`src/rtl/machine_mode_types_1_12_pkg.sv`:
```
// Shared types and constants for the v1.12 machine-mode trap sequencer.
package machine_mode_types_1_12_pkg;

    // Kind of control transfer being sequenced
    typedef enum logic [1:0] {
        KIND_EXC = 2'd0,
        KIND_INT = 2'd1,
        KIND_RET = 2'd2
    } trap_kind_e;

    // Trap sequencer FSM states
    typedef enum logic [1:0] {
        ST_IDLE     = 2'd0,
        ST_DRAIN    = 2'd1,
        ST_COMMIT   = 2'd2,
        ST_REDIRECT = 2'd3
    } trap_state_e;

    // Privilege levels
    localparam logic [1:0] PRIV_U = 2'b00;
    localparam logic [1:0] PRIV_M = 2'b11;

    // mtvec modes (10/11 are reserved and behave as direct)
    localparam logic [1:0] MTVEC_DIRECT   = 2'b00;
    localparam logic [1:0] MTVEC_VECTORED = 2'b01;

    // Trap vector: only interrupts in vectored mode are offset by 4*cause
    function automatic logic [31:0] trap_target(
        input logic [29:0] base,
        input logic [1:0]  mode,
        input logic        is_int,
        input logic [4:0]  code
    );
        logic [31:0] w_base;
        w_base = {base, 2'b00};
        if (is_int && (mode == MTVEC_VECTORED)) begin
            return w_base + {25'd0, code, 2'b00};
        end
        return w_base;
    endfunction

endpackage

```
`src/rtl/priv_1_12_drain_watchdog.sv`:
```
// Drain watchdog: saturating cycle counter with clear/enable and a sticky
// expire flag raised once the count reaches its all-ones value.
module priv_1_12_drain_watchdog #(
    parameter int TIMEOUT_W = 8
) (
    input  logic i_clk,
    input  logic i_rst,
    input  logic i_clr,
    input  logic i_en,
    output logic o_expired
);

    localparam logic [TIMEOUT_W-1:0] MAX_CNT = '1;

    logic [TIMEOUT_W-1:0] r_count;
    logic                 r_expired;

    function automatic logic [TIMEOUT_W-1:0] sat_inc(input logic [TIMEOUT_W-1:0] v);
        return (v == MAX_CNT) ? v : v + 1'b1;
    endfunction

    // Count enabled cycles, clear on request, latch expiry until reset
    always_ff @(posedge i_clk) begin
        if (i_rst) begin
            r_count   <= '0;
            r_expired <= 1'b0;
        end else if (i_clr) begin
            r_count <= '0;
        end else if (i_en) begin
            r_count <= sat_inc(r_count);
            if (sat_inc(r_count) == MAX_CNT) begin
                r_expired <= 1'b1;
            end
        end
    end

    assign o_expired = r_expired;

endmodule

```
`src/rtl/priv_1_12_trap_seq.sv`:
```
// Trap-entry / MRET sequencer: latch request, wait for pipeline drain,
// commit machine-mode CSR updates in one cycle, then redirect the PC.
module priv_1_12_trap_seq
    import machine_mode_types_1_12_pkg::*;
#(
    parameter int TIMEOUT_W = 8,
    parameter bit HAS_U     = 1'b1
) (
    input  logic        CLK,
    input  logic        RST,
    input  logic        exc_req,
    input  logic [4:0]  exc_code,
    input  logic [31:0] exc_tval,
    input  logic        int_req,
    input  logic [4:0]  int_code,
    input  logic        mret_req,
    input  logic [31:0] epc,
    input  logic        pipe_clear,
    input  logic [29:0] mtvec_base,
    input  logic [1:0]  mtvec_mode,
    input  logic [31:0] mepc_in,
    input  logic        mstatus_mie,
    input  logic        mstatus_mpie,
    input  logic [1:0]  mstatus_mpp,
    output logic        inject_mcause,
    output logic        inject_mepc,
    output logic        inject_mtval,
    output logic        inject_mstatus,
    output logic [31:0] next_mcause,
    output logic [31:0] next_mepc,
    output logic [31:0] next_mtval,
    output logic        next_mie,
    output logic        next_mpie,
    output logic [1:0]  next_mpp,
    output logic        insert_pc,
    output logic [31:0] priv_pc,
    output logic [1:0]  curr_priv,
    output logic        busy,
    output logic        hang_err
);

    trap_state_e r_state;
    trap_kind_e  r_kind;
    logic [4:0]  r_code;
    logic [31:0] r_epc;
    logic [31:0] r_tval;

    logic        r_inj_trap;
    logic        r_inj_mstatus;
    logic [31:0] r_next_mcause;
    logic [31:0] r_next_mepc;
    logic [31:0] r_next_mtval;
    logic        r_next_mie;
    logic        r_next_mpie;
    logic [1:0]  r_next_mpp;
    logic        r_insert_pc;
    logic [31:0] r_priv_pc;
    logic [1:0]  r_curr_priv;

    logic        w_take;
    logic        w_drain;
    logic        w_hang;

    assign w_take  = (r_state == ST_IDLE) && (exc_req || mret_req || int_req);
    assign w_drain = (r_state == ST_DRAIN);

    priv_1_12_drain_watchdog #(
        .TIMEOUT_W (TIMEOUT_W)
    ) u_watchdog (
        .i_clk     (CLK),
        .i_rst     (RST),
        .i_clr     (w_take),
        .i_en      (w_drain),
        .o_expired (w_hang)
    );

    // Sequencer FSM with all CSR/redirect outputs registered
    always_ff @(posedge CLK) begin
        if (RST) begin
            r_state       <= ST_IDLE;
            r_kind        <= KIND_EXC;
            r_code        <= '0;
            r_epc         <= '0;
            r_tval        <= '0;
            r_inj_trap    <= 1'b0;
            r_inj_mstatus <= 1'b0;
            r_next_mcause <= '0;
            r_next_mepc   <= '0;
            r_next_mtval  <= '0;
            r_next_mie    <= 1'b0;
            r_next_mpie   <= 1'b0;
            r_next_mpp    <= '0;
            r_insert_pc   <= 1'b0;
            r_priv_pc     <= '0;
            r_curr_priv   <= PRIV_M;
        end else begin
            case (r_state)
                ST_IDLE: begin
                    r_insert_pc <= 1'b0;
                    if (exc_req) begin
                        r_kind  <= KIND_EXC;
                        r_code  <= exc_code;
                        r_tval  <= exc_tval;
                        r_epc   <= epc;
                        r_state <= ST_DRAIN;
                    end else if (mret_req) begin
                        r_kind  <= KIND_RET;
                        r_code  <= '0;
                        r_tval  <= '0;
                        r_epc   <= epc;
                        r_state <= ST_DRAIN;
                    end else if (int_req) begin
                        r_kind  <= KIND_INT;
                        r_code  <= int_code;
                        r_tval  <= '0;
                        r_epc   <= epc;
                        r_state <= ST_DRAIN;
                    end
                end
                ST_DRAIN: begin
                    if (pipe_clear) begin
                        r_next_mcause <= {(r_kind == KIND_INT), 26'd0, r_code};
                        r_next_mepc   <= {r_epc[31:2], 2'b00};
                        r_next_mtval  <= r_tval;
                        if (r_kind == KIND_RET) begin
                            r_inj_trap    <= 1'b0;
                            r_inj_mstatus <= 1'b1;
                            r_next_mie    <= mstatus_mpie;
                            r_next_mpie   <= 1'b1;
                            r_next_mpp    <= HAS_U ? PRIV_U : PRIV_M;
                        end else begin
                            r_inj_trap    <= 1'b1;
                            r_inj_mstatus <= 1'b1;
                            r_next_mie    <= 1'b0;
                            r_next_mpie   <= mstatus_mie;
                            r_next_mpp    <= r_curr_priv;
                        end
                        r_state <= ST_COMMIT;
                    end
                end
                ST_COMMIT: begin
                    r_inj_trap    <= 1'b0;
                    r_inj_mstatus <= 1'b0;
                    r_insert_pc   <= 1'b1;
                    if (r_kind == KIND_RET) begin
                        r_priv_pc   <= mepc_in;
                        r_curr_priv <= mstatus_mpp;
                    end else begin
                        r_priv_pc   <= trap_target(mtvec_base, mtvec_mode,
                                                   (r_kind == KIND_INT), r_code);
                        r_curr_priv <= PRIV_M;
                    end
                    r_state <= ST_REDIRECT;
                end
                ST_REDIRECT: begin
                    r_insert_pc <= 1'b0;
                    r_state     <= ST_IDLE;
                end
                default: begin
                    r_inj_trap    <= 1'b0;
                    r_inj_mstatus <= 1'b0;
                    r_insert_pc   <= 1'b0;
                    r_state       <= ST_IDLE;
                end
            endcase
        end
    end

    assign inject_mcause  = r_inj_trap;
    assign inject_mepc    = r_inj_trap;
    assign inject_mtval   = r_inj_trap;
    assign inject_mstatus = r_inj_mstatus;
    assign next_mcause    = r_next_mcause;
    assign next_mepc      = r_next_mepc;
    assign next_mtval     = r_next_mtval;
    assign next_mie       = r_next_mie;
    assign next_mpie      = r_next_mpie;
    assign next_mpp       = r_next_mpp;
    assign insert_pc      = r_insert_pc;
    assign priv_pc        = r_priv_pc;
    assign curr_priv      = r_curr_priv;
    assign busy           = (r_state != ST_IDLE);
    assign hang_err       = w_hang;

endmodule

```
`config.mk`:
```
export PLATFORM = sky130hd
export DESIGN_NAME = priv_1_12_trap_seq
export DESIGN_NICKNAME = d
export VERILOG_FILES = /design/src/rtl/machine_mode_types_1_12_pkg.sv /design/src/rtl/priv_1_12_drain_watchdog.sv /design/src/rtl/priv_1_12_trap_seq.sv
export SDC_FILE = /design/constraint.sdc
export NUM_CORES = 1
export LEC_CHECK = 0
export CAP_MARGIN = 5
export CORE_MARGIN = 1.5
export CORE_UTILIZATION = 48
export DETAILED_ROUTE_END_ITERATION = 10
export GPL_ROUTABILITY_DRIVEN = 1
export PLACE_DENSITY = 0.81
export REMOVE_ABC_BUFFERS = 1
export SKIP_LAST_GASP = 1
export SYNTH_ARGS = -nofsm -noshare
export SYNTH_HDL_FRONTEND = slang
export SYNTH_SLANG_ARGS = --single-unit
```
`constraint.sdc`:
```
create_clock -name CLK -period 5.5 [get_ports CLK]
set_input_delay 1.375 -clock CLK [delete_from_list [all_inputs] [get_ports CLK]]
set_output_delay 1.375 -clock CLK [all_outputs]
set_load 0.02 [all_outputs]
```
Word level (Yosys, flattened, before mapping). Index checks and enable logic that the tools add are counted.

Flip-flop bits (word level): 191. Input bits: 148. Logic and storage cells: 81.

Bitwise logic cells: 1. $add $sub $neg: 2. Mux-type cells: 34. Reduce and logical (&&, ||, !) cells: 16. Equality and inequality tests: 10.

Operators by type and width (count): two-way mux 32 bit (9); adder 32 x 7 -> 32 bit (1); equality test 8 bit, second input constant (2); two-way mux 2 bit (8); two-way mux 5 bit (3); two-way mux 1 bit (9); adder 8 x 1 -> 8 bit, second input constant (1); two-way mux 8 bit (1); one-hot mux 2 bit (4 select lines) (1); AND reduction 2 bit (4); equality test 2 x 1 -> 1 bit, second input constant (3); equality test 2 bit, second input constant (3); one-hot mux 1 bit (2 select lines) (3); nonzero test 2 bit (3); != test 4 bit, second input constant (1); OR reduction 2 bit (2); AND reduction 3 bit (1); nonzero test 3 bit (1); logical AND 1 bit (2); logical NOT 2 bit (1); logical OR 1 bit (2); != test 2 bit, second input constant (1); NOT 1 bit (1).

Longest topological paths before layout.
Depth in word-level cells: 8. Mapped depth: 8. Depth with buffers taken out: 7.

Hierarchy. From an unflattened synthesis, not the netlist that was laid out.

Cells, all modules: 1010. Area, all modules: 8231.6 um2.

Modules (own cells, without submodules): priv_1_12_trap_seq (area each 7647.3 um2, sequential area each 3603.5 um2, instances 1, cells an instance 940); priv_1_12_drain_watchdog (area each 584.3 um2, sequential area each 180.2 um2, instances 1, cells an instance 70).

Least setup slack after synthesis. Ideal clock, no wire load.

Path type: input port to flip-flop. Start: input port mtvec_base[0]. End: register r_priv_pc[8], in the netlist priv_pc[8]. Path slack: 2175 ps. Buffers on the path: 1. Arrival time: 3233 ps. Cell stages on the path: 8. Library setup time: 92 ps. Required time: 5408 ps. Cells stage by stage: ha_1 > fa_1 > a211o_1 > a21oi_1 > buf_2 > o21a_1 > nor3_1 > o32ai_1.

Cells in the longest elaborated chain, start to end: 4.

Ends and longest elaborated chain: start: declaration (RTL line priv_1_12_trap_seq.sv:19) `input logic [29:0] mtvec_base,`; adder 32 x 7 -> 32 bit (RTL line machine_mode_types_1_12_pkg.sv:37) `return w_base + {25'd0, code, 2'b00};`; two-way mux 32 bit (RTL line machine_mode_types_1_12_pkg.sv:36) `if (is_int && (mode == MTVEC_VECTORED)) begin`; two-way mux 32 bit (RTL line machine_mode_types_1_12_pkg.sv:39) `return w_base;`; two-way mux 32 bit (RTL line priv_1_12_trap_seq.sv:145) `if (r_kind == KIND_RET) begin`; end signal: assignment (RTL line priv_1_12_trap_seq.sv:146) `r_priv_pc <= mepc_in;`; end signal: assignment (RTL line priv_1_12_trap_seq.sv:149) `r_priv_pc <= trap_target(mtvec_base, mtvec_mode,`; end: declaration (RTL line priv_1_12_trap_seq.sv:57) `logic [31:0] r_priv_pc;`.

No other way between the ends. The select of a mux whose other input is x is not followed. A chain may end at the register's enable or synchronous reset.

Final worst setup path.
Start: input port mtvec_base[0]. End: register r_priv_pc[28], in the netlist priv_pc[28].

Same word-level chain as after synthesis.

==> results.txt <==
Vias in the first global route = 6978
CP Class = in -> reg
Pwr Density = 382 nW/um^2
Largest net degree at the start of global routing = 84
Status = finished clean
Cell Rows = 46
Post-CTS Setup Repair Bufs = 0
Post-Route Setup TNS = 0 ns
Area Growth Syn to Fin = 39.7%
# nets final = 1344
Post-layout min period = 3.47 ns
Setup violations, final = 0
First-pass GRT wire length = 36000 um
DR vias/cell = 5.42
Crit path from = mtvec_base[0]
Layout cell share with drive strength beyond 1 = 0.0467
Reg power frac = 0.396
Synth warnings = 0
HP Class = reg -> reg
WP buf/inv = 2
Hold Vio Cnt, Final = 0
Worst-path maximum fanout = 15
Clock share of power = 0.295
Internal power = 2.78 mW
Crit path to = priv_pc[28]
Hold buffers post-CTS = 0
Post-synthesis sequential area ratio = 0.474
Post-DP HPWL = 15700 um
H-Tree Depth = 4
Vert. Die Dim = 132 um
Die Wd = 132 um
Sw Share = 0.347
Combinational Power Share = 0.309
I/O Buffers = 258
Max-slew violations = 0
Tcrit/Tclk final = 0.632
Flop2flop setup slack = 2.94 ns
Drt first-iter violations = 516
Fmax = 288 MHz
CP max-delay cell = fa_1
Largest stage delay, worst path = 0.44 ns
Overall power = 4.26 mW
Leak = 4.05 nW
Main synth FF type = dfxtp_1
Clock transition at path regs = 0.07 ns
Tightest Pin Transition = 1.10 ns
Max clock buf depth = 2
CP required = 5.80 ns
FF-to-FF path depth = 4
Vias = 7673
Post-synth EDFFs = 0
Layout Skew = 0.00754 ns
FF+latch count, synth = 189
Ys async rst share = 0
Final ANT Viol Nets = 0
Post-cts sizing count = 0
Max Cap Viol = 0
Drt drc = 0
Antenna violations before repair = 2
RR Startpoint = r_kind[0]
Unrepaired setup endpoints after global routing = no
Mapped Cells = 968
Fill count = 1309
Slew HR = 0.265
Drt wl/cell = 16.3 um
GR Overflow Total = 0
Drt first pass iters = 5
WL final = 23100 um
Sinks on Clock Net = 189
Worst Setup End Kind = flip-flop
Ports = 289
Cts bufs inserted = 17
Mapped Area = 7980 sq um
GRT Resource Usage Total = 0.258
Core area = 16100 sq um
Count of different cell masters after synthesis = 57
WP depth = 9
WP data arrival = 3.78 ns
Switching pwr = 1.48 mW
Avg Cell Area, Syn = 8.25 sq um
CP delay by family, top = compound AO/OA/AOI/OAI gates
Final Wtd Congestion = 0.857
Worst VDD drop = 256 uV
Root buffer cell = clkbuf_16
CTS tree = yes
CP cell instances = clkdlybuf4s50_1, ha_1, fa_1, a211o_1, a21oi_1, buf_4, nor4_1, mux2i_1, a2111oi_0
Die area = 17400 sq um
Reg2reg end = priv_pc[29]
Type of origin of the critical path = input pin
Worst-Skew Late Latency = 0.43 ns
Initial core utilization = 0.497
## area by class of cell
class                           count  area, sq um  share of cell area
Clock buffer                       18          429              0.0385
Timing Repair Buffer              270         2670               0.239
Sequential cell                   189         3780               0.339
Multi-Input combinational cell    701         3800               0.341
Antenna cell                        2         5.00            0.000449
Clock inverter                     14          175              0.0157
Inverter                            6         22.5             0.00202
Tap cell                          216          270              0.0242
## sequential cells by signal, indices dropped and copies added, names as in the netlist, 2 cells and up
name / count
curr_priv: 2
next_mcause: 6
next_mepc: 30
next_mpp: 2
next_mtval: 32
priv_pc: 32
r_code: 5
r_epc: 30
r_kind: 2
r_state: 2
r_tval: 32
u_watchdog.r_count: 8
## Yosys cell counts, drive strengths merged (7+ instances only)
library cell,count,area share
nand4,8,0.0063
nor3,16,0.010
nand2b,10,0.0078
and3,20,0.016
or3,7,0.0055
clkbuf,64,0.030
nor2,48,0.023
nand2,229,0.11
nor4,8,0.0063
o22ai,11,0.0086
a211oi,7,0.0066
nand3,19,0.013
o21ai,15,0.0094
a22o,32,0.035
a21oi,133,0.083
buf,35,0.032
xnor2,15,0.016
xor2,9,0.0099
ha,10,0.016
dfxtp,189,0.47
## cell families after synthesis
| kind of cell | after synthesis | synth area share |
|---|---|---|
| simple gates | 391 | 0.224 |
| compound gates | 240 | 0.184 |
| flops | 189 | 0.474 |
| buf+inv | 105 | 0.0644 |
| xor+xnor | 24 | 0.0263 |
| fa+ha+maj | 11 | 0.0182 |
| mux | 7 | 0.00893 |
| other cells | 1 | 0.000470 |
## worst min-delay path: cells and delay by family (launching register included)
kind             cells  cell delay, ns
flip-flops           1            0.31
AO/OA/AOI/OAI        1            0.05
AND/OR/NAND/NOR      1            0.05
## per-layer routing
metal / wire length (um) / track usage / vias to the layer above
li1: - / - / 3732
met2: 11000 / 0.424 / 315
met4: 1100 / 0.147 / 0
met1: 9570 / 0.313 / 3557
met5: 0 / 0 / -
met3: 1460 / 0.0554 / 69
## power by group through the flow
| stage | Sequential (mW) | Clock, mW | Combinational (mW) |
|---|---|---|---|
| after detailed placement | 1.72 | 0 | 1.31 |
| after CTS | 1.69 | 1.28 | 1.32 |
| final | 1.69 | 1.26 | 1.32 |
| after global routing | 1.71 | 1.34 | 1.43 |
| after global placement | 1.71 | 0 | 1.29 |
| after floorplan | 1.80 | 0 | 0.635 |
## worst min path at each step
stage,startpoint,to,slack [ns],cells past startpoint
after detailed placement,r_epc[18],next_mepc[18],0.44,2
after CTS,r_epc[9],next_mepc[9],0.45,2
final,r_epc[9],next_mepc[9],0.44,2
after floorplan,r_epc[10],next_mepc[10],0.43,2
after global routing,r_tval[18],next_mtval[18],0.46,2
after global placement,r_epc[20],next_mepc[20],0.44,2
## per-stage QoR
step / utilization / cell area (sq um) / instances / hold WS, ns / setup slack, ns
after floorplan: - / 7590 / 896 / 0.426 / 1.69
after global placement: 0.657 / 10500 / 1382 / 0.436 / 1.68
after detailed placement: 0.657 / 10500 / 1382 / 0.442 / 1.60
after CTS: 0.694 / 11200 / 1414 / 0.450 / 2.04
after global routing: 0.695 / 11200 / 1416 / 0.458 / 1.87
final: 0.695 / 11200 / 1416 / 0.443 / 2.03
## cells in the final DEF (no fill, tap or decap), types with 6 or more instances in the layout
cell               n
ha_1              10
clkbuf_16         17
o22ai_1           11
dfxtp_1          189
xor2_1             9
clkdlybuf4s50_1  257
nor4_1             8
a22o_1            32
nor2_1            45
xnor2_1           15
nand2b_1          10
mux2i_1            6
and4_1             6
a22oi_1            6
o21ai_0           14
nand4_1            8
nand2_1          227
nand3_1           18
and3_1            20
or3_1              7
conb_1            28
a21oi_1          133
buf_4             13
a211oi_1           7
nor3_1            16
(Power assumes the default switching activity.)
